## src/rtl/data_ram_responder.sv

```systemverilog
// Data-RAM responder: serves one CPU read or write per request from a register array,
// with a configurable number of wait states before the single-cycle ack.
module data_ram_responder #(
  parameter int unsigned DATA_W      = 16,
  parameter int unsigned ADDR_W      = 6,
  parameter int unsigned WAIT_STATES = 1
) (
  input  logic              clk,
  input  logic              reset,
  input  logic              ram_read,
  input  logic              ram_write,
  input  logic [ADDR_W-1:0] ram_addr,
  input  logic [DATA_W-1:0] ram_wdata,
  output logic [DATA_W-1:0] ram_rdata,
  output logic              ram_ack,
  output logic              ram_busy,
  output logic              ram_err
);

  localparam int unsigned DEPTH = 2 ** ADDR_W;

  typedef enum logic [1:0] {StIdle, StWait, StResp} state_e;

  state_e            state_q;
  logic [3:0]        count_q;
  logic              op_write_q;
  logic [ADDR_W-1:0] addr_q;
  logic [DATA_W-1:0] wdata_q;
  logic [DATA_W-1:0] mem [DEPTH];

  assign ram_busy = (state_q != StIdle);

  always_ff @(posedge clk or posedge reset) begin
    if (reset) begin
      state_q    <= StIdle;
      count_q    <= '0;
      op_write_q <= 1'b0;
      addr_q     <= '0;
      wdata_q    <= '0;
      ram_rdata  <= '0;
      ram_ack    <= 1'b0;
      ram_err    <= 1'b0;
      for (int unsigned i = 0; i < DEPTH; i++) begin
        mem[i] <= '0;
      end
    end else begin
      ram_ack <= 1'b0;
      ram_err <= 1'b0;
      unique case (state_q)
        StIdle: begin
          // Conflicting strobes are flagged and dropped; nothing is latched.
          if (ram_read && ram_write) begin
            ram_err <= 1'b1;
          end else if (ram_read || ram_write) begin
            op_write_q <= ram_write;
            addr_q     <= ram_addr;
            wdata_q    <= ram_wdata;
            count_q    <= 4'(WAIT_STATES);
            state_q    <= (WAIT_STATES == 0) ? StResp : StWait;
          end
        end
        StWait: begin
          count_q <= count_q - 4'd1;
          if (count_q == 4'd1) begin
            state_q <= StResp;
          end
        end
        StResp: begin
          if (op_write_q) begin
            mem[addr_q] <= wdata_q;
          end else begin
            ram_rdata <= mem[addr_q];
          end
          ram_ack <= 1'b1;
          state_q <= StIdle;
        end
        default: state_q <= StIdle;
      endcase
    end
  end

endmodule

```

## config.mk

```make
export PLATFORM = sky130hd
export DESIGN_NAME = data_ram_responder
export DESIGN_NICKNAME = d
export VERILOG_FILES = /design/src/rtl/data_ram_responder.sv
export SDC_FILE = /design/constraint.sdc
export NUM_CORES = 2
export LEC_CHECK = 0
export CORE_AREA = 2 2 337 306
export CTS_CLUSTER_SIZE = 20
export DETAILED_ROUTE_END_ITERATION = 8
export DIE_AREA = 0 0 339 308
export PLACE_DENSITY_LB_ADDON = 0.2
export SYNTH_ARGS = -nofsm -noshare
export SYNTH_HDL_FRONTEND = slang
export SYNTH_SLANG_ARGS = --single-unit
```

## constraint.sdc

```tcl
create_clock -name clk -period 39.2 [get_ports clk]
set_input_delay 7.84 -clock clk [delete_from_list [all_inputs] [get_ports clk]]
set_output_delay 7.84 -clock clk [all_outputs]
set_load 0.05 [all_outputs]
```

# --- After elaboration in Yosys (flattened, before gate mapping) ---
# Index checks and enable logic that the tools add are counted.
word_totals:
  ff_bits: 1071
  in_bits: 26
  out_inout_bits: 19
  elab_cells: 111
op_classes:
  addsub: 1
  order_cmp: 2
  n_eq_ne: 6
  mux: 16
  bitwise_logic: 3
  reduce_logical: 11
op_table:
  columns: ["operator", "n"]
  rows:
  - ["$bwmux 1024", 1]
  - ["$bmux 16 s6", 1]
  - ["$demux 16 s6", 1]
  - ["$mux 16", 3]
  - ["$reduce_and 3->1", 3]
  - ["$mux 4", 2]
  - ["$pmux 4 s2", 1]
  - ["$ge 7x7->1 const B", 1]
  - ["$lt 7x1->1 const B", 1]
  - ["$not 6->7", 1]
  - ["$mux 2", 3]
  - ["$ne 2x2->1 const B", 3]
  - ["$eq 4x1->1 const B", 1]
  - ["$pmux 2 s2", 1]
  - ["$reduce_and 2->1", 2]
  - ["$reduce_bool 2->1", 2]
  - ["$sub 4x1->4 const B", 1]
  - ["$mux 1", 3]
  - ["$eq 2x1->1 const B", 1]
  - ["$eq 2x2->1 const B", 1]
  - ["$logic_and 1x1->1", 2]
  - ["$logic_not 2->1", 1]
  - ["$not 1->1", 2]
  - ["$logic_or 1x1->1", 1]

# --- Logic depth before layout (Yosys ltp) ---
depth:
  depth_word: 6
  ltp_mapped: 11

# --- Worst setup path after synthesis ---
# No wires, ideal clock.
synth_timing:
  path_type: "input to register"
  start: "input ram_read"
  end: "register wdata_q[0]"
  setup_ps: 125
  t_arrival_ps: 9182
  required_time_ps: 39075
  slack_ps: 29893
  cell_stages: 6
  n_path_buf: 1
  path_cell_list: "inv_1 -> ha_1 -> inv_1 -> nor2_1 -> clkbuf_1 -> mux2_2"
synth_via:
  elab_chain_len: 3
synth_lines:
  columns: ["element", "line", "text"]
  rows:
  - ["start, declared", "10", "input logic ram_read,"]
  - ["$logic_and 1x1->1", "52", "if (ram_read && ram_write) begin"]
  - ["$not 1->1 (no line)", null, null]
  - ["$reduce_and 3->1 (no line) *", null, null]
  - ["end signal, assigned", "57", "wdata_q <= ram_wdata;"]
  - ["end, declared", "28", "logic [DATA_W-1:0] wdata_q;"]
# Every way passes the cells marked *; elsewhere a longest branch is shown, timed or not.
# A chain may end at the register's enable or synchronous reset.

==> results.md <==
* Peak supply drop at slightly below 60 uV
* Worst-skew pair later-pin latency at approximately 0.70 ns
* Sequential cell area fraction in the yosys report at between 50% and 60%
* Die W at 339 um
* Die height at 308 um
* Hold WC Path Type: flip-flop to flip-flop
* Share of post-route cells with drive strength above 1 at between 40% and 50%
* Total track usage at 28.7%
* Post-cts repair resize count at 0
* Yosys warnings at 0
* Compound-gate portion of the synthesized area at between 5 and 6%
* Max FO, Critical Path at about 110
* Clock tree sinks at 1071
* DRC at 0
* Most used DFF post-synth: dfrtp_1
* Vias in the first global route at between 30k and 40k
* Critical path class: input pin to asynchronous set/reset pin
* Vias/cell at between 6 and 7
* Fin. max-slew vios at 0
* Overall routed net length at 149000 um
* Top cell type by total area after synthesis: dfrtp_1
* Clock slew at reported path FFs at ~0.060 ns
* Most used cell, CP: buf_4
* Hold slack at just under 0.5 ns
* Final Net Count at ~3.3k
* Clock Tree Root: clkbuf_16
* Synth cell count leaders: mux2_2, dfrtp_1, clkbuf_1
* Pre-Repair DR Iteration Count at 5
* RSZ-0062 raised after global routing: no
* CP peak stage delay at ~0.9 ns
* Pin slew with the least headroom to its limit at roughly 1.3 ns
* Vias at ~30k
* Family with the most delay on the worst path: buffers and inverters
* Buffer depth of the longest clock path at 3
* Fmax at 84.8 MHz
* Synth Instances at 3339
* Synth Register Bits at 1071
* Critical Path RT at ~40 ns
* Critical path's slowest cell: buf_4
* Clock skew at between 0.02 and 0.03 ns
* Avg Inst Size Synth at 14.7 um^2
* Core area at slightly above 100000 um^2
* Synth Area in Adders at less than 1%
* Endpoints failing setup at 0
* Port Buffer Count at 44
* Final period util at between 30% and 40%
* Final min period at approximately 12 ns
* Dominant cell by count in the synthesized netlist: mux2_2
* Largest family of logic cells by synthesized area: multiplexers
* Top cell type's share of synthesized area at ~55%
* DR WL/cell at 31.6 um
* Number of flops mapped to enable cells by yosys at 0
* TritonCTS clock tree: yes
* TNS Setup at 0 ns
* Crit-path cells: clkdlybuf4s50_1, inv_8, buf_4, buf_4, buf_4, buf_4
* Max Cap Violations at 0
* Post-synthesis mux area share at around a third
* PD cells at 62.9 nW/um^2
* Synth Net Count at between 3k and 4k
* Placer Congestion at around 0.85
* Buf/Inv on CP at 6
* Post-synthesis simple-gate area fraction at approximately 2.7%
* Worst setup EP type: asynchronous set/reset pin
* Cts hold-fix bufs at 0
* H-tree Lvls at 3
* Largest net degree at the start of global routing at between 150 and 200
* Hpwl dp at 90700 um
* Fin util at between 50 and 60%
* Mapped Area at around 50000 um^2
* Worst Setup Start Kind: input pin
* Slew headroom at roughly an eighth
* Initial Util at between 40% and 50%
* First-pass GRT wire length at roughly 220000 um
* I/O pin cnt at 45
* Final std cells w/o fill at around 4.7k
* Placed Cells incl. Taps at roughly 4.5k
* Post-CTS setup buffers at 0
* Worst EP arrival at between 10 and 15 ns
* CTS Buf Count at 112
* Grt total ovfl at 0
* Row cnt at 111
* Synth Area in XOR/XNOR at 0%
* Outcome: completed
* Die area at roughly 100000 um^2
* Area contributors post-synth: dfrtp_1, mux2_2, mux4_2
* Final Hold Viols at 0
* First DRT Iteration DRCs at 2861
* ANT nets after route at 0
* Yosys cell types at 70
* Synthesis-to-layout area growth at 10.1%
* Leakage at 25.8 nW
* Synth async-reset ratio at between 90% and 100%
* Initial antenna violation count at 4
* Total Power at ~3.4 mW
layer usage:
| layer | vias up | routed length (um) | GRT usage [%] |
|---|---|---|---|
| met5 | - | 26 | 0 |
| met4 | 4 | 6820 | 12.4 |
| met3 | 315 | 10700 | 5.59 |
| met2 | 1166 | 69400 | 44.9 |
| met1 | 16400 | 62000 | 39.1 |
| li1 | 12300 | - | - |
worst paths after layout:
path,start,to,slack (ns),depth (start not counted)
worst max-delay path,reset,mem[795],27.41,6
worst min-delay path,mem[437],mem[437],0.48,1
worst max register to register,addr_q[0],mem[909],33.99,7
worst min register to register,mem[437],mem[437],0.48,1
max in group clk,state_q[0],ram_busy,29.13,2
min in group asynchronous,reset,mem[1004],7.69,2
per-stage QoR:
stage | setup WS [ns] | instance area (um^2)
CTS | 27.17 | 54000
global route | 26.60 | 54000
finish | 27.41 | 54000
detailed placement | 26.42 | 50100
floorplan | 1.21 | 49000
global placement | 26.72 | 50100
cells by family after synthesis:
logic type	after synthesis
adders and majority gates	4
AOI/OAI and AO/OA	381
and+or+nand+nor	231
buffers and inverters	322
muxes	1330
DFF	1071
flip-flops by register name, summed over array words and instances, names as in the netlist:
register and count:
addr_q 6, ram_ack 1, op_write_q 1, count_q 4, state_q 2, wdata_q 16
mem 1024, ram_rdata 16, ram_err 1
layout make-up:
| cell class | count | area, um^2 |
|---|---|---|
| diodes | 2 | 5.00 |
| multi-input cells | 1946 | 20500 |
| flip-flops and latches | 1071 | 26800 |
| well taps | 1356 | 1700 |
| clock inverters | 36 | 477 |
| fillers | 8199 | 47000 |
| clock buffers | 170 | 3340 |
| repair buffers | 117 | 1030 |
| inverters | 10 | 46.3 |
power by group:
part           internal, mW  switching (mW)
clock                 0.646           0.451
sequential             1.20           0.122
combinational         0.282           0.699
cell usage in the layout (no fill, tap or decap), types with 15 or more instances in the layout:
cell type        synthesis  routed
mux2_2                1084    1084
dfrtp_1               1071    1052
mux4_2                 120     120
clkbuf_16                0     113
mux2i_1                109     109
a221oi_1                73      73
buf_4                   56      70
nor2_1                  66      61
a22oi_1                 61      61
o21ai_0                 45      45
o22ai_1                 44      44
clkdlybuf4s50_1          0      44
a21oi_1                 42      42
nand2_1                 30      30
clkbuf_8                 0      30
nor2_2                  24      27
clkbuf_1               143      27
nand2_2                 24      24
nor2_4                  20      22
clkinv_2                 0      19
dfrtp_2                  0      16
a22o_1                  15      15
nand3_1                 15      15
Power figures use the tool's default switching activity.
